<file path="src/rtl/config_pkg.sv">
// Shared types for the operand path: beat data word, requester IDs and arbiter FSM states.
package config_pkg;

    localparam int DATA_W  = 32;
    localparam int NUM_REQ = 4;
    localparam int BEATS   = 4;

    typedef logic [DATA_W-1:0]          data_t;
    typedef logic [$clog2(NUM_REQ)-1:0] req_id_t;

    typedef enum logic {
        IDLE = 1'b0,
        XFER = 1'b1
    } arb_state_t;

endpackage

</file>
<file path="src/rtl/rr_arbiter.sv">
// Combinational round-robin picker: first set request at or after ptr, wrapping at N-1.
module rr_arbiter #(
    parameter  int N   = 4,
    localparam int IDW = $clog2(N)
) (
    input  logic [N-1:0]   req,
    input  logic [IDW-1:0] ptr,
    output logic [N-1:0]   gnt_oh,
    output logic [IDW-1:0] gnt_idx,
    output logic           any
);

    logic found;
    int   idx;

    always_comb begin
        gnt_oh  = '0;
        gnt_idx = '0;
        found   = 1'b0;
        idx     = 0;
        for (int i = 0; i < N; i++) begin
            // ptr < N and i < N, so one subtraction is enough to wrap
            idx = int'(ptr) + i;
            if (idx >= N) idx = idx - N;
            if (!found && req[idx]) begin
                found       = 1'b1;
                gnt_oh[idx] = 1'b1;
                gnt_idx     = IDW'(idx);
            end
        end
    end

    assign any = |req;

endmodule

</file>
<file path="src/rtl/op_frame_arbiter.sv">
// Grants the operand-receive path to one requester per BEATS-word frame, locked until the last beat.
module op_frame_arbiter
    import config_pkg::*;
#(
    parameter  int NUM_REQ = config_pkg::NUM_REQ,
    parameter  int BEATS   = config_pkg::BEATS,
    localparam int IDW     = $clog2(NUM_REQ),
    localparam int BW      = $clog2(BEATS)
) (
    input  logic                   clk,
    input  logic                   rst_i,
    input  logic [NUM_REQ-1:0]     req_valid_i,
    input  data_t [NUM_REQ-1:0]    req_data_i,
    output logic [NUM_REQ-1:0]     req_ready_o,
    output logic                   rd_data_valid_o,
    output data_t                  rd_data_o,
    input  logic                   rd_data_ready_i,
    output logic [IDW-1:0]         gnt_id_o,
    output logic                   frame_last_o,
    output logic                   busy_o
);

    arb_state_t         state;
    logic [IDW-1:0]     rr_ptr;
    logic [IDW-1:0]     gnt_id_q;
    logic [NUM_REQ-1:0] gnt_oh_q;
    logic [BW-1:0]      beat_cnt;
    logic               busy_q;

    logic [NUM_REQ-1:0] arb_oh;
    logic [IDW-1:0]     arb_idx;
    logic               arb_any;
    logic               xfer;
    logic               hs;

    rr_arbiter #(.N(NUM_REQ)) u_rr (
        .req     (req_valid_i),
        .ptr     (rr_ptr),
        .gnt_oh  (arb_oh),
        .gnt_idx (arb_idx),
        .any     (arb_any)
    );

    // Forward path is purely combinational off the held grant
    assign xfer            = (state == XFER);
    assign rd_data_valid_o = xfer && req_valid_i[gnt_id_q];
    assign rd_data_o       = xfer ? req_data_i[gnt_id_q] : '0;
    assign req_ready_o     = (xfer && rd_data_ready_i) ? gnt_oh_q : '0;
    assign frame_last_o    = xfer && (beat_cnt == BW'(BEATS - 1));
    assign hs              = rd_data_valid_o && rd_data_ready_i;
    assign gnt_id_o        = gnt_id_q;
    assign busy_o          = busy_q;

    always_ff @(posedge clk) begin
        if (rst_i) begin
            state    <= IDLE;
            rr_ptr   <= '0;
            gnt_id_q <= '0;
            gnt_oh_q <= '0;
            beat_cnt <= '0;
            busy_q   <= 1'b0;
        end else begin
            case (state)
                IDLE: begin
                    if (arb_any) begin
                        gnt_id_q <= arb_idx;
                        gnt_oh_q <= arb_oh;
                        beat_cnt <= '0;
                        busy_q   <= 1'b1;
                        state    <= XFER;
                    end
                end
                XFER: begin
                    if (hs) begin
                        if (frame_last_o) begin
                            rr_ptr <= (gnt_id_q == IDW'(NUM_REQ - 1)) ? '0 : gnt_id_q + 1'b1;
                            busy_q <= 1'b0;
                            state  <= IDLE;
                        end else begin
                            beat_cnt <= beat_cnt + 1'b1;
                        end
                    end
                end
                default: state <= IDLE;
            endcase
        end
    end

endmodule

</file>
<file path="config.mk">
export PLATFORM = sky130hd
export DESIGN_NAME = op_frame_arbiter
export DESIGN_NICKNAME = d
export VERILOG_FILES = /design/src/rtl/config_pkg.sv /design/src/rtl/rr_arbiter.sv /design/src/rtl/op_frame_arbiter.sv
export SDC_FILE = /design/constraint.sdc
export NUM_CORES = 1
export LEC_CHECK = 0
export CAP_MARGIN = 10
export CORE_ASPECT_RATIO = 1.5
export CORE_MARGIN = 2
export CORE_UTILIZATION = 37
export CTS_BUF_LIST = sky130_fd_sc_hd__clkbuf_8
export DETAILED_ROUTE_END_ITERATION = 8
export PLACE_DENSITY = 0.95
export SYNTH_ARGS = -nofsm -noshare
export SYNTH_HDL_FRONTEND = slang
export SYNTH_SLANG_ARGS = --single-unit
</file>
<file path="constraint.sdc">
create_clock -name clk -period 5.72 [get_ports clk]
set_clock_uncertainty 0.1 [all_clocks]
set_input_delay 1.144 -clock clk [delete_from_list [all_inputs] [get_ports clk]]
set_output_delay 1.144 -clock clk [all_outputs]
set_load 0.005 [all_outputs]
</file>
## Word-level counts from Yosys, hierarchy flattened

Cells that the tools add are included.
Widths: inputs -> output; s select.

| storage, ports and cells | value |
|---|---|
| bits in registers | 12 |

| cells by class | value |
|---|---|
| order comparisons | 13 |
| reduce and logical (&&, ||, !) cells | 19 |
| equal/unequal tests | 6 |
| bitwise logic cells | 4 |
| muxes and demuxes | 54 |
| add/subtract/negate cells | 9 |

Operators by type and width:

| cell | number |
|---|---|
| $mux 32 | 6 |
| $ge 32x1->1 const B | 4 |
| $lt 32x4->1 const B | 4 |
| $ge 32x4->1 const B | 3 |
| $sub 32x4->32 const B | 3 |
| $bmux 32 s2 | 1 |
| $mux 1 | 22 |
| $mux 4 | 5 |
| $mux 2 | 8 |
| $or 4x4->4 | 3 |
| $logic_and 1x1->1 | 11 |
| $bmux 1 s2 | 5 |
| $reduce_and 3->1 | 3 |
| $demux 1 s2 | 4 |
| $add 2x2->3 const B | 2 |
| $ne 2x2->1 const B | 3 |
| $add 2x1->2 const B | 2 |
| $eq 2x2->1 const B | 2 |
| $pmux 1 s2 | 2 |
| $pmux 2 s2 | 1 |
| $reduce_or 4->1 | 1 |
| $sub 2x3->4 const B | 1 |
| $add 2x1->3 const B | 1 |
| $ge 2x3->1 const B | 1 |
| other kinds (5) | 7 |

## Depth between registers and ports, before layout

Gate-level depths: netlist of run 1.

| depth | value |
|---|---|
| word-level depth | 15 |
| depth in mapped cells | 8 |
| gate-level depth less buffers | 6 |

## Cells and area by module

Synthesis of run 1 repeated with hierarchy kept, for this count alone.

| second synthesis, totals | value |
|---|---|
| cells, all modules | 201 |
| area, all modules | 2134.5 sq um |

Modules (own cells, without submodules):

| module | times used | seq. area each (sq um) | area each (sq um) | cells an instance |
|---|---|---|---|---|
| op_frame_arbiter | 1 | 240.2 | 1651.6 | 147 |
| rr_arbiter | 1 | 0.0 | 483.0 | 54 |

## Worst setup path after synthesis of run 1

OpenSTA, ideal clock, no wires.

| timing path | value |
|---|---|
| path type | input to output |
| start point | input port req_valid_i[3] |
| end point | output port rd_data_valid_o |
| path slack | 2532 ps |
| stages | 3 |
| data arrival time | 1944 ps |
| data required time | 4476 ps |
| path buffers | 1 |
| path through | buf_2 -> mux4_2 -> and2_1 |

| on the way | value |
|---|---|
| word-level cells in the longest chain between the ends | 3 |

Ends and longest elaborated chain:

| what | line | source |
|---|---|---|
| start, declared | op_frame_arbiter.sv:12 | `input logic [NUM_REQ-1:0] req_valid_i,` |
| $bmux 1 s2 | op_frame_arbiter.sv:46 | `assign rd_data_valid_o = xfer && req_valid_i[gnt_id_q];` |
| $mux 1 (implied by the code) | op_frame_arbiter.sv:46 |  |
| $logic_and 1x1->1 | op_frame_arbiter.sv:46 |  |
| end, declared | op_frame_arbiter.sv:15 | `output logic rd_data_valid_o,` |

No other way between the ends. The select of a mux whose other input is x is not followed.

## Final worst setup path of run 1

Ends and elaborated chain as after synthesis.

==> results of run 1 <==
==> power by group through the flow <==
stage          combinational, W  clock (W)  sequential, W
6_report               0.000238  0.0000908       0.000100
5_1_grt                0.000253  0.0000942       0.000102
4_1_cts                0.000239  0.0000918       0.000101
3_5_place_dp           0.000238          0       0.000102
3_3_place_gp           0.000231          0       0.000102
2_1_floorplan         0.0000989          0      0.0000919
==> Yosys cell counts, drive strengths merged <==
cell	instances	area share, %
a2111oi	1	0.70
a211oi	4	1.4
a21oi	7	1.6
a311o	1	0.47
a41oi	5	3.5
and2	36	11
and3	8	2.4
buf	10	2.8
clkbuf	10	1.8
dfxtp	12	11
ha	10	5.9
inv	3	0.53
mux2	3	1.6
mux2i	5	2.3
mux4	37	39
nand2	14	2.5
nand2b	2	0.59
nand3	3	0.70
nand3b	2	0.70
nand4	1	0.29
nand4b	1	0.41
nor2	6	1.1
nor3b	1	0.88
nor4	2	0.59
nor4b	1	1.1
o211a	1	0.47
o211ai	5	1.8
o21ai	1	0.23
o21bai	4	1.4
o311a	1	0.47
or2	3	0.88
or3	1	0.29
==> worst register-to-register path, stage by stage (launching register included) <==
cell and delay [ps]:
dfxtp_1 850, inv_1 320, ha_1 570, mux4_2 630, nor3b_4 340, nand2_1 130
a41oi_2 190
==> path summary, 6_finish.rpt <==
path	startpoint	end	slack (ps)	cells past startpoint
min	beat_cnt[1]	beat_cnt[1]	380	2
max	req_valid_i[3]	rd_data_valid_o	1540	4
max reg2reg	rr_ptr[0]	gnt_oh_q[3]	2510	6
min reg2reg	beat_cnt[1]	beat_cnt[1]	380	2
==> sequential cells by signal (all words and copies together) (netlist names) <==
signal	cells
gnt_oh_q	4
busy_o	1
gnt_id_o	2
beat_cnt	2
rr_ptr	2
state	1
==> layer usage <==
metal | up-vias | wire, um
met5 | - | 0
met4 | 0 | 220
met3 | 16 | 1030
met2 | 134 | 4190
met1 | 1136 | 3170
li1 | 1106 | -
==> placed cells by master (no fill, tap or decap), types with 2 or more instances in the layout <==
cell type / count
a41oi_2: 4
and2_1: 36
buf_4: 2
ha_1: 10
nand2b_1: 2
clkdlybuf4s50_1: 175
nor2_1: 6
a21oi_1: 7
a211oi_1: 4
o21bai_1: 4
nor4_1: 2
or2_1: 3
nand3_1: 3
clkbuf_8: 4
nand2_1: 14
dfxtp_1: 11
o211ai_1: 5
nand3b_1: 2
mux2i_1: 5
mux4_2: 37
inv_1: 3
mux2_2: 2
and3_1: 7
==> logic make-up (layout without fill, tap and decap cells) <==
family	Yosys count	in the layout	synth area share, %
multiplexers	45	45	42.9
adder cells (fa/ha/maj)	10	10	5.85
AO/OA/AOI/OAI	30	30	12.0
buffers and inverters	23	184	5.09
AND/OR/NAND/NOR	81	81	22.9
flip-flops	12	12	11.2
==> through the flow <==
| stage | hold WS (ps) | util, % | cells |
|---|---|---|---|
| after global routing | 428 | 71.4 | 432 |
| after CTS | 385 | 71.4 | 432 |
| final | 383 | 71.4 | 432 |
| after detailed placement | 377 | 70.4 | 428 |
| after global placement | 360 | 70.4 | 428 |
| after floorplan | 352 | - | 201 |
==> cell type report <==
cell class | instances | area, um^2 | area share, %
well taps | 70 | 87.6 | 2.22
clock buffers | 4 | 55.1 | 1.39
multi-input cells | 166 | 1790 | 45.3
flip-flops and latches | 12 | 241 | 6.11
repair buffers | 177 | 1770 | 44.7
inverters | 3 | 11.3 | 0.285
==> results_dict.tcl, run 1 <==
set metrics [dict create \
    grt_pass1_wl_um 13100 \
    cp_cell_sequence "clkdlybuf4s50_1, mux4_2, and2_1, clkdlybuf4s50_1" \
    switchingPower_w 0.000106 \
    timing.final.ws_setup_ps 1540 \
    grt_util_met2_pct 45.7 \
    cp_top_family "buffers and inverters" \
    die_h_um 97.1 \
    layout.nets 508 \
    grt_usage_pct 26.7 \
    p_leak_nw 1.39 \
    p_comb_share_pct 55.5 \
    setup_violations 0 \
    drv_slew 0 \
    drv_cap 0 \
    clockBufferDepth 2 \
    rsz0062_at_grt "false" \
    yosys_warnings 0 \
    gp_congestion 0.916 \
    grt_max_degree 45 \
    firstDrtPassIters 4 \
    syn_area_per_cell_um2 10.6 \
    crit_type "input pin to output port" \
    synth_cell_types 38 \
    die_area_mm2 0.00641 \
    path_buf_inv 2 \
    post_dp_cell_area_mm2 0.00389 \
    cp_slowest_stage_delay_ps 580 \
    cts_max_level 1 \
    die_w_um 66.1 \
    required_ps 4480 \
    ctsResizeCount 0 \
    post-dp-hpwl_um 7310 \
    seqPwrFrac_pct 23.4 \
    nFillCells 415 \
    vias 2392 \
    rows 33 \
    p_int_w 0.000323 \
    core_area_mm2 0.00553 \
    avgViaCountPerCell 5.54 \
    insertion_delay_ps 240 \
    cts_buffers 3 \
    crit_top_cell "clkdlybuf4s50_1" \
    antenna_found_initial 0 \
    cts_setup_buffers 0 \
    yosysSeqAreaShare_pct 11.2 \
    fin_crit_sh_pct 73.1 \
    drt_iter0_drc 88 \
    synth_area_mm2 0.00214 \
    synthCells 201 \
    ir_drop_mv 0.0517 \
    grt_overflow_total 0 \
    worstMarginPinSlew_ps 1190 \
    cts-root-buf "clkbuf_8" \
    status "finished clean" \
    finalSetupTns_ps 0 \
    period_needed_ps 4180 \
    hp-class "flip-flop to flip-flop" \
    area_growth_syn_to_layout_pct 84.8 \
    cts.clk_slew.worst_paths_ps 50 \
    drc 0 \
    diodes 0 \
    io_buffers 175 \
    cp.arrival_ps 2940 \
    syn-num-nets 346 \
    final_cell_area_mm2 0.00395 \
    grt_pass1_vias 2462 \
    power.total_w 0.000429 \
    setup.worst_path.end_class "output port" \
    swShare_pct 24.7 \
    cp_max_fo 12 \
    p_per_area_mw_per_mm2 109 \
    hold_viol 0 \
    start_kind "input pin" \
    grt-busiest-layer "met2" \
    cts_tree "done" \
    drive_gt1_share_pct 14.9 \
    grtUsageMet3_pct 11.0 \
    wire_per_inst_um 19.9 \
    clock-sinks 12 \
    start_util_pct 38.6 \
    ys_ff_latch 12 \
    place_ws_ps 1540 \
    pin_count 176 \
    use_met1_pct 30.1 \
    max_freq_ghz 0.239 \
    ctsHoldBuffers 0 \
    wirelength_um 8610 \
    antenna_left 0 \
    slew_headroom_pct 20.6 \
    cp_slowest_cell "mux4_2" \
    clkPwrFrac_pct 21.2 \
]
Note: power is estimated with default switching activity, not from simulation.
==> inputs of run 2 (changes only) <==
--- a/config.mk
+++ b/config.mk
@@ -8,10 +8,10 @@
 export CAP_MARGIN = 10
 export CORE_ASPECT_RATIO = 1.5
 export CORE_MARGIN = 2
-export CORE_UTILIZATION = 37
+export CORE_UTILIZATION = 31
 export CTS_BUF_LIST = sky130_fd_sc_hd__clkbuf_8
 export DETAILED_ROUTE_END_ITERATION = 8
-export PLACE_DENSITY = 0.95
+export PLACE_DENSITY = 0.87
 export SYNTH_ARGS = -nofsm -noshare
 export SYNTH_HDL_FRONTEND = slang
 export SYNTH_SLANG_ARGS = --single-unit
==> constraint.sdc (replaced) <==
create_clock -name clk -period 3.74 [get_ports clk]
set_clock_uncertainty 0.1 [all_clocks]
set_input_delay 0.748 -clock clk [delete_from_list [all_inputs] [get_ports clk]]
set_output_delay 0.748 -clock clk [all_outputs]
set_load 0.005 [all_outputs]
==> results_dict.tcl, run 2 (synthesis gave the netlist of run 1 again) <==
set metrics [dict create \
    status "finished clean" \
    grt_usage_pct 20.8 \
    required_ps 2890 \
    die_area_mm2 0.00759 \
    wirelength_um 8190 \
    rsz0062_at_grt "false" \
    top_layer_used "met4" \
    p_per_area_mw_per_mm2 159 \
    drc 0 \
    p_comb_share_pct 59.7 \
    p_int_w 0.000477 \
    timing.final.ws_setup_ps 402 \
    cp_max_fo 10 \
    finalHoldWorstSlack_ps 390 \
    layout.nets 514 \
    die_w_um 71.8 \
    cts_buffers 3 \
    antenna_found_initial 0 \
    instances_no_fill 445 \
    place_ws_ps 394 \
    seqPwrFrac_pct 22.0 \
    clockBufferDepth 2 \
    crit_type "input pin to output port" \
    dp.cells 442 \
    cp_cell_sequence "clkdlybuf4s50_1, mux4_2, and2_1, clkdlybuf4s50_1" \
    core_area_mm2 0.00676 \
    fin_crit_sh_pct 89.3 \
    insertion_delay_ps 240 \
    ctsResizeCount 0 \
    start_util_pct 31.6 \
    largest_reg_flops 4 \
    drt_iter0_drc 89 \
    cts-root-buf "clkbuf_8" \
    die_h_um 106 \
    grt_max_degree 33 \
    slew_headroom_pct 65.3 \
    hp-class "flip-flop to flip-flop" \
    drv_slew 0 \
    diodes 0 \
    cp_top_family "buffers and inverters" \
    post-dp-hpwl_um 6910 \
    final_common_cell "clkdlybuf4s50_1" \
    swShare_pct 25.1 \
    pin_count 176 \
    cts.clk_slew.worst_paths_ps 50 \
    cts_setup_buffers 0 \
    met3_length_um 645 \
    drive_gt1_share_pct 16.1 \
    grt_pass1_vias 2394 \
    clock-sinks 12 \
    period_needed_ps 3340 \
    finalSetupTns_ps 0 \
    switchingPower_w 0.000160 \
    crit_top_cell "clkdlybuf4s50_1" \
    cts_max_level 1 \
    grt_pass1_wl_um 12500 \
    ctsHoldBuffers 0 \
    setup_violations 0 \
    cp.arrival_ps 2490 \
    ir_drop_mv 0.0811 \
    clkPwrFrac_pct 18.3 \
    drt-met1-wl_um 3000 \
    gp_congestion 0.859 \
    start_kind "input pin" \
    cp_slowest_stage_delay_ps 560 \
    hold_viol 0 \
    mostFrequentLayoutCells "clkdlybuf4s50_1, mux4_2, and2_1, nand2_1, dfxtp_1" \
    io_buffers 175 \
    wire_per_inst_um 18.4 \
    area_growth_syn_to_layout_pct 87.4 \
    avgViaCountPerCell 5.42 \
    setup.worst_path.end_class "output port" \
    antenna_left 0 \
    nFillCells 588 \
    cts_tree "done" \
    worstMarginPinSlew_ps 516 \
    vias 2411 \
    max_freq_ghz 0.300 \
    firstDrtPassIters 4 \
    grt_overflow_total 0 \
    drv_cap 0 \
    cp_slowest_cell "mux4_2" \
    p_leak_nw 1.42 \
    rows 37 \
    path_buf_inv 2 \
    regMostFlops "gnt_oh_q" \
    dr_wl_met2_um 4390 \
]
-- run 2: path summary, 6_finish.rpt --
path	to	start	slack (ps)	cells past startpoint
max	rd_data_valid_o	req_valid_i[0]	400	4
min	beat_cnt[1]	beat_cnt[1]	390	2
max reg2reg	gnt_oh_q[2]	rr_ptr[1]	1200	7
min reg2reg	beat_cnt[1]	beat_cnt[1]	390	2
-- run 2: power groups by stage --
stage | registers (W) | logic, W | clock network [W]
after global placement | 0.000143 | 0.000373 | 0
after global routing | 0.000141 | 0.000405 | 0.000124
after floorplan | 0.000141 | 0.000151 | 0
final | 0.000140 | 0.000380 | 0.000116
after detailed placement | 0.000143 | 0.000382 | 0
after CTS | 0.000140 | 0.000384 | 0.000118
-- run 2: worst register-to-register path: stages, from the launching register on --
cell     delay [ps]
dfxtp_1         300
buf_4           190
inv_1           120
ha_1            480
mux4_2          630
nor3b_4         330
nand2_1         110
a41oi_2         190
-- run 2: metrics by stage --
stage | instance area [um^2] | total power [W] | utilization [%]
finish | 4000 | 0.000637 | 59.2
global route | 4000 | 0.000671 | 59.2
CTS | 4000 | 0.000642 | 59.2
detailed placement | 3960 | 0.000525 | 58.6
global placement | 3960 | 0.000516 | 58.6
floorplan | 2140 | 0.000292 | -
-- run 2: cell type report --
type	instances	area (um^2)	area share (%)
Inverter	3	11.3	0.281
Sequential cell	12	241	6.03
Multi-Input combinational cell	166	1790	44.7
Timing Repair Buffer	183	1820	45.6
Tap cell	78	97.6	2.44
Clock buffer	3	41.3	1.03
-- run 2: per-layer routing --
metal | vias up | GRT usage (%)
li1 | 1119 | -
met1 | 1159 | 22.7
met2 | 120 | 40.0
met3 | 13 | 4.02
met4 | 0 | 4.99
met5 | - | 0
==> inputs of run 3 (changes only) <==
--- a/config.mk
+++ b/config.mk
@@ -7,7 +7,6 @@
 export LEC_CHECK = 0
 export CAP_MARGIN = 10
 export CORE_ASPECT_RATIO = 1.5
-export CORE_MARGIN = 2
 export CORE_UTILIZATION = 31
 export CTS_BUF_LIST = sky130_fd_sc_hd__clkbuf_8
 export DETAILED_ROUTE_END_ITERATION = 8
==> results_dict.tcl, run 3 (synthesis gave the netlist of run 1 again) <==
set metrics [dict create \
    avgViaCountPerCell 5.49 \
    seqPwrFrac_pct 21.0 \
    dp.cells 440 \
    ctsResizeCount 0 \
    insertion_delay_ps 250 \
    grt-busiest-layer "met2" \
    cp.arrival_ps 2520 \
    finalSetupTns_ps 0 \
    clock-sinks 12 \
    crit_type "input pin to output port" \
    status "finished clean" \
    grt_pass1_vias 2472 \
    regMostFlops "gnt_oh_q" \
    cts-root-buf "clkbuf_8" \
    cts_tree "done" \
    worstMarginPinSlew_ps 480 \
    hp-class "flip-flop to flip-flop" \
    switchingPower_w 0.000169 \
    hold_viol 0 \
    instances_no_fill 444 \
    setup.worst_path.end_class "output port" \
    gp_congestion 0.884 \
    cts_max_level 1 \
    p_int_w 0.000499 \
    die_area_mm2 0.00724 \
    post_dp_cell_area_mm2 0.00396 \
    cp_max_fo 10 \
    drv_slew 0 \
    firstDrtPassIters 4 \
    path_buf_inv 2 \
    rows 36 \
    fin_crit_sh_pct 90.0 \
    antenna_left 0 \
    ir_drop_mv 0.113 \
    wire_per_inst_um 18.8 \
    ctsHoldBuffers 0 \
    drt_iter0_drc 67 \
    final_cell_area_mm2 0.00402 \
    diodes 0 \
    largest_reg_flops 4 \
    area_growth_syn_to_layout_pct 87.9 \
    cp_slowest_cell "mux4_2" \
    die_h_um 104 \
    setup_violations 0 \
    wirelength_um 8350 \
    grt_max_degree 38 \
    p_comb_share_pct 57.2 \
    drive_gt1_share_pct 16.3 \
    required_ps 2890 \
    grt_usage_pct 22.5 \
    cp_cell_sequence "clkdlybuf4s50_1, mux4_2, and2_1, clkdlybuf4s50_1" \
    start_kind "input pin" \
    period_needed_ps 3370 \
    clkPwrFrac_pct 21.8 \
    grt_pass1_wl_um 12900 \
    final_common_cell "clkdlybuf4s50_1" \
    die_w_um 69.8 \
    vias 2438 \
    drc 0 \
    rsz0062_at_grt "false" \
    cts_buffers 3 \
    nFillCells 539 \
    crit_top_cell "clkdlybuf4s50_1" \
    final_util_pct 61.1 \
    io_buffers 175 \
    grt_util_met2_pct 39.8 \
    cp_top_family "buffers and inverters" \
    p_leak_nw 1.43 \
    mostFrequentLayoutCells "clkdlybuf4s50_1, mux4_2, and2_1, nand2_1, dfxtp_1" \
    cts_setup_buffers 0 \
    core_area_mm2 0.00658 \
    max_freq_ghz 0.297 \
    pin_count 176 \
    layout.nets 514 \
    grt_overflow_total 0 \
    grtUsageMet3_pct 5.54 \
    slew_headroom_pct 67.7 \
    clockBufferDepth 2 \
    cts.clk_slew.worst_paths_ps 60 \
    p_per_area_mw_per_mm2 166 \
    antenna_found_initial 0 \
    use_met1_pct 27.1 \
    swShare_pct 25.3 \
    power.total_w 0.000667 \
    post-dp-hpwl_um 7090 \
    cp_slowest_stage_delay_ps 570 \
    start_util_pct 32.5 \
    drv_cap 0 \
]
run 3: cell count changes in the layout (fill, tap and decap cells not counted), sizes merged:
cell    previous run  this run
clkbuf             3         4
run 3: final timing paths:
kind,startpoint,end,slack [ps],depth (start not counted)
setup / recovery,req_valid_i[1],rd_data_valid_o,370,4
setup reg to reg,rr_ptr[1],gnt_oh_q[1],1120,7
hold reg to reg,beat_cnt[1],beat_cnt[1],390,2
hold / removal,beat_cnt[1],beat_cnt[1],390,2
run 3: metal layers:
metal | vias to the layer above | wire, um
li1 | 1122 | -
met1 | 1176 | 3300
met2 | 128 | 4190
met3 | 12 | 697
met4 | 0 | 159
met5 | - | 0
run 3: power by group through the flow:
stage	sequential [W]	combinational [W]	clock [W]
final	0.000140	0.000382	0.000145
after detailed placement	0.000143	0.000384	0
after global placement	0.000142	0.000376	0
after global routing	0.000141	0.000406	0.000148
after floorplan	0.000141	0.000151	0
after CTS	0.000140	0.000385	0.000144
run 3: final cells by class:
| class | instances | area [um^2] | area share [%] |
|---|---|---|---|
| clock buffer | 4 | 55.1 | 1.37 |
| tap | 76 | 95.1 | 2.37 |
| inverter | 3 | 11.3 | 0.280 |
| multi-input combinational | 166 | 1790 | 44.5 |
| timing repair buffer | 183 | 1820 | 45.4 |
| sequential | 12 | 241 | 6.01 |
run 3: stage by stage:
stage	setup WS, ps	hold slack, ps
5_1_grt	310	415
3_3_place_gp	409	358
3_5_place_dp	370	380
6_report	374	386
2_1_floorplan	1340	352
4_1_cts	371	387
run 3: worst reg2reg max path, cell delays in order (launching register included):
cell and delay [ps]:
dfxtp_1 310, buf_4 200, inv_1 130, ha_1 500
mux4_2 630, nor3b_4 350, nand2_1 130, a41oi_2 210
